[config.mk]
export PLATFORM = sky130hd
export DESIGN_NAME = tile_painter_flat
export DESIGN_NICKNAME = d
export VERILOG_FILES = /design/src/rtl/gameboard_pkg.sv /design/src/rtl/tile_painter_if.sv /design/src/rtl/tile_scan_counter.sv /design/src/rtl/tile_painter.sv /design/src/flat_wrapper.sv
export SDC_FILE = /design/constraint.sdc
export NUM_CORES = 1
export LEC_CHECK = 0
export BUFFER_PORTS_ARGS = -buffer_cell sky130_fd_sc_hd__buf_2
export CAP_MARGIN = 20
export CORE_ASPECT_RATIO = 0.7
export CORE_MARGIN = 3
export CORE_UTILIZATION = 55
export DETAILED_ROUTE_END_ITERATION = 12
export PLACE_DENSITY = 0.77
export SETUP_SLACK_MARGIN = 0.15
export SYNTH_ARGS = -nofsm -noshare
export SYNTH_HDL_FRONTEND = slang
export SYNTH_SLANG_ARGS = --single-unit
[constraint.sdc]
create_clock -name clk -period 5 [get_ports clk]
set_clock_uncertainty 0.15 [all_clocks]
set_input_delay 0.75 -clock clk [delete_from_list [all_inputs] [get_ports clk]]
set_output_delay 0.75 -clock clk [all_outputs]
set_load 0.02 [all_outputs]
[src/rtl/gameboard_pkg.sv]
// Shared definitions for the minesweeper game-board drawing blocks:
// painter state encoding, default tile/screen geometry and palette constants.
package gameboard_pkg;

  typedef enum logic [1:0] {
    IDLE = 2'd0,
    DRAW = 2'd1,
    DONE = 2'd2
  } paint_state_t;

  localparam int DEF_TILE_W   = 20;
  localparam int DEF_TILE_H   = 15;
  localparam int DEF_SCREEN_W = 160;
  localparam int DEF_SCREEN_H = 120;

  localparam logic [2:0] COLOR_BLACK = 3'b000;
  localparam logic [2:0] COLOR_BLUE  = 3'b001;
  localparam logic [2:0] COLOR_GREEN = 3'b010;
  localparam logic [2:0] COLOR_RED   = 3'b100;
  localparam logic [2:0] COLOR_WHITE = 3'b111;

endpackage

[src/rtl/tile_painter_if.sv]
// Tile request / pixel plot bundle between the cell sequencer, the tile
// painter and the VGA adapter plot port.
interface tile_painter_if #(
  parameter int X_W     = 8,
  parameter int Y_W     = 7,
  parameter int COLOR_W = 3
);
  logic               go;
  logic [X_W-1:0]     x_in;
  logic [Y_W-1:0]     y_in;
  logic [COLOR_W-1:0] color_in;
  logic [COLOR_W-1:0] border_color_in;
  logic               border_en;
  logic [X_W-1:0]     x;
  logic [Y_W-1:0]     y;
  logic [COLOR_W-1:0] color;
  logic               plot;
  logic               busy;
  logic               done;

  modport master (
    output go, x_in, y_in, color_in, border_color_in, border_en,
    input  x, y, color, plot, busy, done
  );

  modport slave (
    input  go, x_in, y_in, color_in, border_color_in, border_en,
    output x, y, color, plot, busy, done
  );
endinterface

[src/rtl/tile_scan_counter.sv]
// Row-major dx/dy scan counter over a W x H tile; wraps to (0,0) after the
// last pixel and flags the last column and the last pixel.
module tile_scan_counter #(
  parameter int W = 20,
  parameter int H = 15
) (
  input  logic                 clk,
  input  logic                 reset,
  input  logic                 clear,
  input  logic                 en,
  output logic [$clog2(W)-1:0] dx,
  output logic [$clog2(H)-1:0] dy,
  output logic                 last_col,
  output logic                 last_pix
);
  localparam int DXW = $clog2(W);
  localparam int DYW = $clog2(H);
  localparam logic [DXW-1:0] LAST_DX = DXW'(W - 1);
  localparam logic [DYW-1:0] LAST_DY = DYW'(H - 1);

  assign last_col = (dx == LAST_DX);
  assign last_pix = last_col && (dy == LAST_DY);

  // NOTE: reset is synchronous and active-low, so it only appears inside the clocked block.
  always_ff @(posedge clk) begin
    if (!reset) begin
      dx <= '0;
      dy <= '0;
    end else if (clear) begin
      dx <= '0;
      dy <= '0;
    end else if (en) begin
      if (last_col) begin
        dx <= '0;
        dy <= last_pix ? '0 : dy + 1'b1;
      end else begin
        dx <= dx + 1'b1;
      end
    end
  end
endmodule

[src/rtl/tile_painter.sv]
// Rectangular tile rasteriser: one registered pixel per clock, row-major,
// with optional 1-pixel border, off-screen clipping and a done pulse.
module tile_painter
  import gameboard_pkg::*;
#(
  parameter int TILE_W   = DEF_TILE_W,
  parameter int TILE_H   = DEF_TILE_H,
  parameter int SCREEN_W = DEF_SCREEN_W,
  parameter int SCREEN_H = DEF_SCREEN_H,
  parameter int X_W      = 8,
  parameter int Y_W      = 7,
  parameter int COLOR_W  = 3
) (
  input logic           clk,
  input logic           reset,
  tile_painter_if.slave bus
);
  localparam int DXW = $clog2(TILE_W);
  localparam int DYW = $clog2(TILE_H);
  localparam logic [DXW-1:0] LAST_DX = DXW'(TILE_W - 1);
  localparam logic [DYW-1:0] LAST_DY = DYW'(TILE_H - 1);

  paint_state_t       state;
  logic [X_W-1:0]     x0;
  logic [Y_W-1:0]     y0;
  logic [COLOR_W-1:0] fill_q, border_q;
  logic               border_en_q;

  logic [DXW-1:0]     dx, nx;
  logic [DYW-1:0]     dy, ny;
  logic               last_col, last_pix;

  logic [X_W-1:0]     ox;
  logic [Y_W-1:0]     oy;
  logic [COLOR_W-1:0] ofill, oborder;
  logic               oben;
  logic [X_W:0]       sum_x;
  logic [Y_W:0]       sum_y;
  logic               on_edge;
  logic [COLOR_W-1:0] pix_color;
  logic               pix_plot;

  // Counter tracks the pixel currently shown on the registered outputs.
  tile_scan_counter #(.W(TILE_W), .H(TILE_H)) u_scan (
    .clk      (clk),
    .reset    (reset),
    .clear    ((state == IDLE) && bus.go),
    .en       (state == DRAW),
    .dx       (dx),
    .dy       (dy),
    .last_col (last_col),
    .last_pix (last_pix)
  );

  // The output registers load the *next* pixel. Pixel 0 is built straight from
  // the request inputs so it reaches the outputs the cycle after go.
  // NOTE: every always_comb output gets a value on every path, so no latch is inferred.
  always_comb begin
    ox      = x0;
    oy      = y0;
    ofill   = fill_q;
    oborder = border_q;
    oben    = border_en_q;
    nx      = last_col ? '0 : dx + 1'b1;
    ny      = last_col ? dy + 1'b1 : dy;
    if (state == IDLE) begin
      ox      = bus.x_in;
      oy      = bus.y_in;
      ofill   = bus.color_in;
      oborder = bus.border_color_in;
      oben    = bus.border_en;
      nx      = '0;
      ny      = '0;
    end
    sum_x     = {1'b0, ox} + (X_W+1)'(nx);
    sum_y     = {1'b0, oy} + (Y_W+1)'(ny);
    on_edge   = (nx == '0) || (nx == LAST_DX) || (ny == '0) || (ny == LAST_DY);
    pix_color = (oben && on_edge) ? oborder : ofill;
    pix_plot  = (sum_x < (X_W+1)'(SCREEN_W)) && (sum_y < (Y_W+1)'(SCREEN_H));
  end

  // NOTE: all state and output registers use non-blocking assignments so every
  // register samples pre-edge values regardless of statement order.
  always_ff @(posedge clk) begin
    if (!reset) begin
      state       <= IDLE;
      x0          <= '0;
      y0          <= '0;
      fill_q      <= '0;
      border_q    <= '0;
      border_en_q <= 1'b0;
      bus.x       <= '0;
      bus.y       <= '0;
      bus.color   <= '0;
      bus.plot    <= 1'b0;
      bus.busy    <= 1'b0;
      bus.done    <= 1'b0;
    end else begin
      case (state)
        IDLE: begin
          bus.plot <= 1'b0;
          bus.done <= 1'b0;
          if (bus.go) begin
            x0          <= bus.x_in;
            y0          <= bus.y_in;
            fill_q      <= bus.color_in;
            border_q    <= bus.border_color_in;
            border_en_q <= bus.border_en;
            bus.x       <= sum_x[X_W-1:0];
            bus.y       <= sum_y[Y_W-1:0];
            bus.color   <= pix_color;
            bus.plot    <= pix_plot;
            bus.busy    <= 1'b1;
            state       <= DRAW;
          end
        end
        DRAW: begin
          if (last_pix) begin
            bus.plot <= 1'b0;
            bus.done <= 1'b1;
            state    <= DONE;
          end else begin
            bus.x     <= sum_x[X_W-1:0];
            bus.y     <= sum_y[Y_W-1:0];
            bus.color <= pix_color;
            bus.plot  <= pix_plot;
          end
        end
        DONE: begin
          bus.done <= 1'b0;
          bus.busy <= 1'b0;
          state    <= IDLE;
        end
        default: state <= IDLE;
      endcase
    end
  end
endmodule

[src/flat_wrapper.sv]
// flat-port wrapper written by rule: the top's interface ports become plain ports
module tile_painter_flat import gameboard_pkg::*;
#(
  parameter int TILE_W   = DEF_TILE_W,
  parameter int TILE_H   = DEF_TILE_H,
  parameter int SCREEN_W = DEF_SCREEN_W,
  parameter int SCREEN_H = DEF_SCREEN_H,
  parameter int X_W      = 8,
  parameter int Y_W      = 7,
  parameter int COLOR_W  = 3
)
  (clk, reset, bus_go, bus_x_in, bus_y_in, bus_color_in, bus_border_color_in, bus_border_en, bus_x, bus_y, bus_color, bus_plot, bus_busy, bus_done);
  tile_painter_if #(.X_W(X_W), .Y_W(Y_W), .COLOR_W(COLOR_W)) bus_i ();
  input logic clk;
  input logic reset;
  input wire logic [$bits(bus_i.go)-1:0] bus_go;
  input wire logic [$bits(bus_i.x_in)-1:0] bus_x_in;
  input wire logic [$bits(bus_i.y_in)-1:0] bus_y_in;
  input wire logic [$bits(bus_i.color_in)-1:0] bus_color_in;
  input wire logic [$bits(bus_i.border_color_in)-1:0] bus_border_color_in;
  input wire logic [$bits(bus_i.border_en)-1:0] bus_border_en;
  output wire logic [$bits(bus_i.x)-1:0] bus_x;
  output wire logic [$bits(bus_i.y)-1:0] bus_y;
  output wire logic [$bits(bus_i.color)-1:0] bus_color;
  output wire logic [$bits(bus_i.plot)-1:0] bus_plot;
  output wire logic [$bits(bus_i.busy)-1:0] bus_busy;
  output wire logic [$bits(bus_i.done)-1:0] bus_done;
  assign bus_i.go = bus_go;
  assign bus_i.x_in = bus_x_in;
  assign bus_i.y_in = bus_y_in;
  assign bus_i.color_in = bus_color_in;
  assign bus_i.border_color_in = bus_border_color_in;
  assign bus_i.border_en = bus_border_en;
  assign bus_x = bus_i.x;
  assign bus_y = bus_i.y;
  assign bus_color = bus_i.color;
  assign bus_plot = bus_i.plot;
  assign bus_busy = bus_i.busy;
  assign bus_done = bus_i.done;
  tile_painter #(.TILE_W(TILE_W), .TILE_H(TILE_H), .SCREEN_W(SCREEN_W), .SCREEN_H(SCREEN_H), .X_W(X_W), .Y_W(Y_W), .COLOR_W(COLOR_W)) u_core (.clk(clk), .reset(reset), .bus(bus_i));
endmodule
After elaboration in Yosys (flattened, before gate mapping)
Index checks and enable logic that the tools add are counted.
{ "word_totals": {"inputBits": 25, "reg_bits": 54, "elab_cells": 81, "out_inout_bits": 21} }
{ "op_classes": {"magnitude_cmp": 2, "bitwise": 1, "reduce_logical": 21, "muxes": 30, "n_addsub": 4, "n_eq_ne": 9} }
{ "ops": {"columns": ["op", "count"], "rows": [
  ["$mux 8", 3],
  ["$mux 7", 3],
  ["$pmux 8 s2", 1],
  ["$mux 3", 5],
  ["$pmux 7 s2", 1],
  ["$mux 4", 3],
  ["$eq 5x5->1 const B", 2],
  ["$mux 5", 2],
  ["$reduce_and 2->1", 5],
  ["$add 8x5->9", 1],
  ["$lt 9x8->1 const B", 1],
  ["$add 7x4->8", 1],
  ["$eq 4x4->1 const B", 2],
  ["$lt 8x7->1 const B", 1],
  ["$pmux 1 s2", 3],
  ["$pmux 3 s2", 1],
  ["$reduce_bool 2->1", 3],
  ["$add 5x1->5 const B", 1],
  ["$logic_not 5->1", 1],
  ["$mux 1", 5],
  ["$add 4x1->4 const B", 1],
  ["$logic_and 1x1->1", 4],
  ["$logic_not 4->1", 1],
  ["$mux 2", 2],
  ["10 further kinds", 14]
]} }

Longest topological paths before layout
{ "depth": {"depth_word": 11, "depth_mapped": 16, "ltp_nobuf": 13} }

Hierarchy
A second synthesis with hierarchy kept.
{ "unflattened": {"cells_unflattened": 401, "hier_area_um2": 3193.1} }
{ "modules_own_cells": {"columns": ["mod", "seq_area_each_um2", "cells_per_inst", "area_each_um2", "instances"], "rows": [
  ["tile_painter", 900.9, 345, 2697.6, 1],
  ["tile_scan_counter", 180.2, 56, 495.5, 1]
]} }

Worst setup path after synthesis
No wires, ideal clock.
{ "synth_timing": {"path_kind": "reg-to-reg", "start": "register u_core.state[0]", "end": "register u_core.bus.plot", "t_arrival_ps": 3391, "synth_period_minus_slack_ps": 3620, "path_stages_with_launch": 16, "path_buffers": 3, "slack_ps": 1380, "setup_ps": 79, "cell_sequence": "dfxtp_1 nor2_1 buf_2 buf_2 clkbuf_1 nor3_1 ha_1 inv_1 fa_1 inv_1 a221oi_2 o22ai_1 a2111oi_0 a311oi_1 a211o_1 a22oi_1"} }
{ "synth_between": {"elab_chain_len": 7} }
{ "synth_lines": {"columns": ["element", "line", "source"], "rows": [
  ["start: declaration", "tile_painter.sv:23", "paint_state_t state;"],
  ["start signal: assignment", "tile_painter.sv:86", "state <= IDLE;"],
  ["start signal: assignment", "tile_painter.sv:114", "state <= DRAW;"],
  ["start signal: assignment", "tile_painter.sv:121", "state <= DONE;"],
  ["$logic_not 2->1", "tile_painter.sv:66, tile_painter.sv:99", null],
  ["$mux 8 (tied with other cells)", "tile_painter.sv:66", "if (state == IDLE) begin"],
  ["$add 8x5->9 or $add 7x4->8 (tied branches)", "tile_painter.sv:75, tile_painter.sv:76", null],
  ["$lt 9x8->1 or $lt 8x7->1 (tied branches)", "tile_painter.sv:79", "pix_plot = (sum_x < (X_W+1)'(SCREEN_W)) && (sum_y < (Y_W+1)'(SCREEN_H));"],
  ["$logic_and 1x1->1", "tile_painter.sv:79", null],
  ["$mux 1 (on tied branches)", "tile_painter.sv:118, tile_painter.sv:103", null],
  ["$pmux 1 s2", "tile_painter.sv:99", "case (state)"],
  ["end signal: assignment", "tile_painter.sv:112", "bus.plot <= pix_plot;"],
  ["end signal: assignment", "tile_painter.sv:126", "bus.plot <= pix_plot;"],
  ["end: declaration", "tile_painter_if.sv:28", "output x, y, color, plot, busy, done"]
]} }
Several ways; a longest one is shown, not always the timed one.
A chain may end at the register's enable or synchronous reset.

Final worst setup path
{ "layout_timing": {"start": "register u_core.u_scan.dx[0]", "end": "register u_core.bus.plot"} }
{ "layout_between": {"elab_chain_len": 8} }
{ "layout_lines": {"columns": ["element", "line", "source"], "rows": [
  ["start: declaration", "tile_scan_counter.sv:11", "output logic [$clog2(W)-1:0] dx,"],
  ["start signal: assignment", "tile_scan_counter.sv:37", "dx <= dx + 1'b1;"],
  ["$add 5x1->5 or $eq 5x5->1 (tied branches)", "tile_painter.sv:64, tile_scan_counter.sv:21", null],
  ["$mux 5 or $mux 4 (tied branches)", "tile_painter.sv:64, tile_painter.sv:65", null],
  ["$mux 5 or $mux 4 (tied branches)", "tile_painter.sv:66", null],
  ["$add 8x5->9 or $add 7x4->8 (tied branches)", "tile_painter.sv:75, tile_painter.sv:76", null],
  ["$lt 9x8->1 or $lt 8x7->1 (tied branches)", "tile_painter.sv:79", null],
  ["$logic_and 1x1->1", "tile_painter.sv:79", null],
  ["$mux 1 (on tied branches)", "tile_painter.sv:118, tile_painter.sv:103", null],
  ["$pmux 1 s2 *", "tile_painter.sv:99", null]
]} }
Mark *: on every way between the ends. The rest lies on a longest branch, timed or not.

==> flow_summary.toml <==
[synth]
postSynth.topFlopCell = "dfxtp_1"
synth.cell_area_sq_mm = 0.00348
synth.ff_latch_count = 54
avgSynthCellArea_sq_um = 7.88
netlist-cell-type-count = 68
synth.yosys.seq_area_share = 0.310
synth.top_cells.by_area = "dfxtp_1, nand2_1, a21boi_0"
synth_enable_flop_cells = 0
count_of_mapped_cells_out_of_synthesis = 442
synthDominantAreaCellType = "dfxtp_1"
ys_warn_count = 0
yosysTopAreaCellShare = 0.310
synth-async-reset-ratio = 0
mappedNetlistNets = 479

[route]
vias = 3243
routed_via_density = 5.89
wl_per_cell_um = 15.9
drtPass1Iterations = 5
drc = 0
antenna_left = 0
finalWirelength_um = 8780
first_iter_violations = 261

[status]
run_status = "completed"

[worst_setup_path]
timing.critical_path.required_ns = 5.09
critPathKind = "flip-flop to flip-flop"
setup.worst_path.start_class = "flip-flop"
cp_data_arrival_time_ns = 4.01
worstPathMaxFanout = 13
reg2regPathDepth = 13
critical-path-slowest-cell = "and4bb_2"
worst_setup_path_end_kind = "flip-flop"
worstPathCellList = "ha_1 -> and4bb_2 -> nor3_1 -> ha_1 -> inv_1 -> fa_1 -> inv_1 -> a221oi_2 -> o22ai_1 -> a2111oi_0 -> a311oi_1 -> a211o_1 -> a22oi_1"
crit_path_max_incr_delay_ns = 0.51

[sta]
min_clock_period_post_route_ns = 3.92
fmax_mhz = 255
layout_worst_path_cycle_share = 0.783
maxSlewHeadroom = 0.458
setup_repair_after_global_routing_missed_its_margin = "false"
drv_slew = 0
report.final.setup_viol = 0
totalNegativeSetupSlack_ns = 0
timing.final.hold_violations = 0
slew_at_the_pin_closest_to_its_max_slew_limit_ns = 0.791

[final_layout]
stdcell_area_sq_mm = 0.00384
num-nets-final = 512
antennaDiodeCount = 0
ff_latch_area_sq_mm = 0.00108
synthToLayoutAreaGrowth_pct = 10.2
post_layout_util = 0.648
nFillCells = 545
multi_input_logic_area_sq_mm = 0.00224
post_route_cells_drive_above_1_share = 0.162

[global_route]
grtUsageTotal = 0.248
first_global_vias = 3001
grt_first_pass_wirelength_um = 14600
grt_max_degree = 47
antenna_found_initial = 0
grt-ovfl-total = 0

[place]
detailed_place_hpwl_um = 6380
port-buffer-count = 45
dpl_cell_area_sq_mm = 0.00372
place.gp.congestion = 0.958

[clocking]
clkLatencyLatePin_ns = 0.32
clk_transition_reported_paths_ns = 0.11
postCtsSetupBuffers = 0
tritoncts = "yes"
clk_root_buffer_cell = "clkbuf_8"
postCtsResizedCells = 0
tritoncts_buffers = 5
cts_buffer_depth = 2
hold_buffers = 0
cts.sinks = 54
htreeDepth = 2

[pwr]
power.density_mw_per_mm2 = 252
static_leakage_nw = 1.67
max-vdd-ir-drop_v = 0.000148

[floorplanning]
initial_utilization = 0.588
die-width_um = 101
row_count = 23
dieArea_sq_mm = 0.00734
num_io_pins = 46
placeableCoreArea_sq_mm = 0.00593
dieHeight_um = 72.6

[hold_path]
worst_hold_path_type = "flip-flop to flip-flop"
hold_depth = 2

[flow_run]
maxCapViolations = 0
path summary, 6_finish.rpt:
| check | start | endpoint | slack, ns |
|---|---|---|---|
| worst max-delay path | u_core.u_scan.dx[0]$_SDFFE_PP0P_ | u_core.bus.plot$_SDFFE_PN0P_ | 1.08 |
| worst min register to register | u_core.bus.x[0]$_SDFFE_PN0P_ | u_core.bus.x[0]$_SDFFE_PN0P_ | 0.32 |
| worst max register to register | u_core.u_scan.dx[0]$_SDFFE_PP0P_ | u_core.bus.plot$_SDFFE_PN0P_ | 1.08 |
| worst min-delay path | u_core.bus.x[0]$_SDFFE_PN0P_ | u_core.bus.x[0]$_SDFFE_PN0P_ | 0.32 |
synth_stat cells (2+ instances only):
library cell	instances
inv_1	12
o31ai_1	2
o21a_1	4
and2_1	5
xor2_1	9
mux2i_1	12
nand3b_1	5
buf_2	6
a21oi_1	24
or3_1	6
o211a_1	5
ha_1	11
mux2_2	2
a21boi_0	31
nand2_1	103
and3_1	2
o211ai_1	4
clkbuf_1	13
nor3_1	15
buf_6	3
buf_1	2
a22oi_1	2
a211o_1	2
a311oi_1	2
a41o_1	2
dfxtp_1	54
o21ai_0	14
nor2_1	23
nand2b_1	6
a211oi_1	4
xnor2_1	4
nand3_1	15
o31a_1	2
a32o_1	2
registers in the layout, indices dropped and copies added, names as in the netlist:
register            count
u_core.u_scan.dy        4
u_core.border_q         3
u_core.bus.busy         1
u_core.state            2
u_core.border_en_q      1
u_core.fill_q           3
u_core.bus.y            7
u_core.bus.done         1
u_core.u_scan.dx        5
u_core.bus.x            8
u_core.x0               8
u_core.y0               7
u_core.bus.plot         1
u_core.bus.color        3
power breakdown:
| group | switching, mW | total (mW) | internal, mW |
|---|---|---|---|
| logic | 0.117 | 0.187 | 0.0699 |
| clock network | 0.157 | 0.309 | 0.152 |
| registers | 0.0176 | 0.472 | 0.455 |
cell usage in the layout, fill, tap and decap left out, types with 9 or more instances in the layout:
cell | synthesis | layout
nand3_1 | 15 | 15
nor3_1 | 15 | 15
ha_1 | 11 | 11
a21oi_1 | 24 | 24
o21ai_0 | 14 | 14
nand2_1 | 103 | 103
inv_1 | 12 | 12
xor2_1 | 9 | 9
buf_2 | 6 | 45
nor2_1 | 23 | 22
mux2i_1 | 12 | 12
dfxtp_1 | 54 | 54
a21boi_0 | 31 | 31
stage by stage:
step / std cells / total power [mW] / setup slack (ns) / hold WS, ns
floorplan: 442 / 0.603 / 1.38 / 0.288
global placement: 543 / 0.660 / 1.34 / 0.296
detailed placement: 543 / 0.666 / 1.19 / 0.303
CTS: 551 / 0.972 / 1.14 / 0.318
global route: 551 / 1.02 / 0.700 / 0.340
finish: 551 / 0.968 / 1.08 / 0.315
cell type report:
cell class | instances | area share
Sequential cell | 54 | 0.282
Timing Repair Buffer | 50 | 0.0684
Inverter | 12 | 0.0117
Clock inverter | 3 | 0.0124
Clock buffer | 5 | 0.0179
Multi-Input combinational cell | 352 | 0.583
Tap cell | 75 | 0.0244
worst max-delay path, delay by kind of cell (launching register included):
family	cells	cell delay (ns)
compound gates	6	1.52
fa+ha+maj	3	0.90
buf+inv	2	0.17
flops	1	0.50
simple gates	2	0.60
cell families (layout without fill, tap and decap cells):
| family | Yosys count | in the layout | synth area share |
|---|---|---|---|
| buffers and inverters | 36 | 70 | 0.0474 |
| xor gates and xnor gates | 13 | 13 | 0.0327 |
| and+or+nand+nor | 194 | 194 | 0.263 |
| AOI/OAI and AO/OA | 118 | 118 | 0.256 |
| adders and majority gates | 12 | 12 | 0.0453 |
| muxes | 15 | 15 | 0.0453 |
| DFF | 54 | 54 | 0.310 |
metal layers:
metal	part of all wire	vias to the layer above	GRT usage
met5	0	-	0
met4	0.011	0	0.0693
met3	0.080	11	0.0468
met2	0.41	116	0.359
met1	0.50	1498	0.375
li1	-	1618	-
Note: power is estimated with default switching activity, not from simulation.
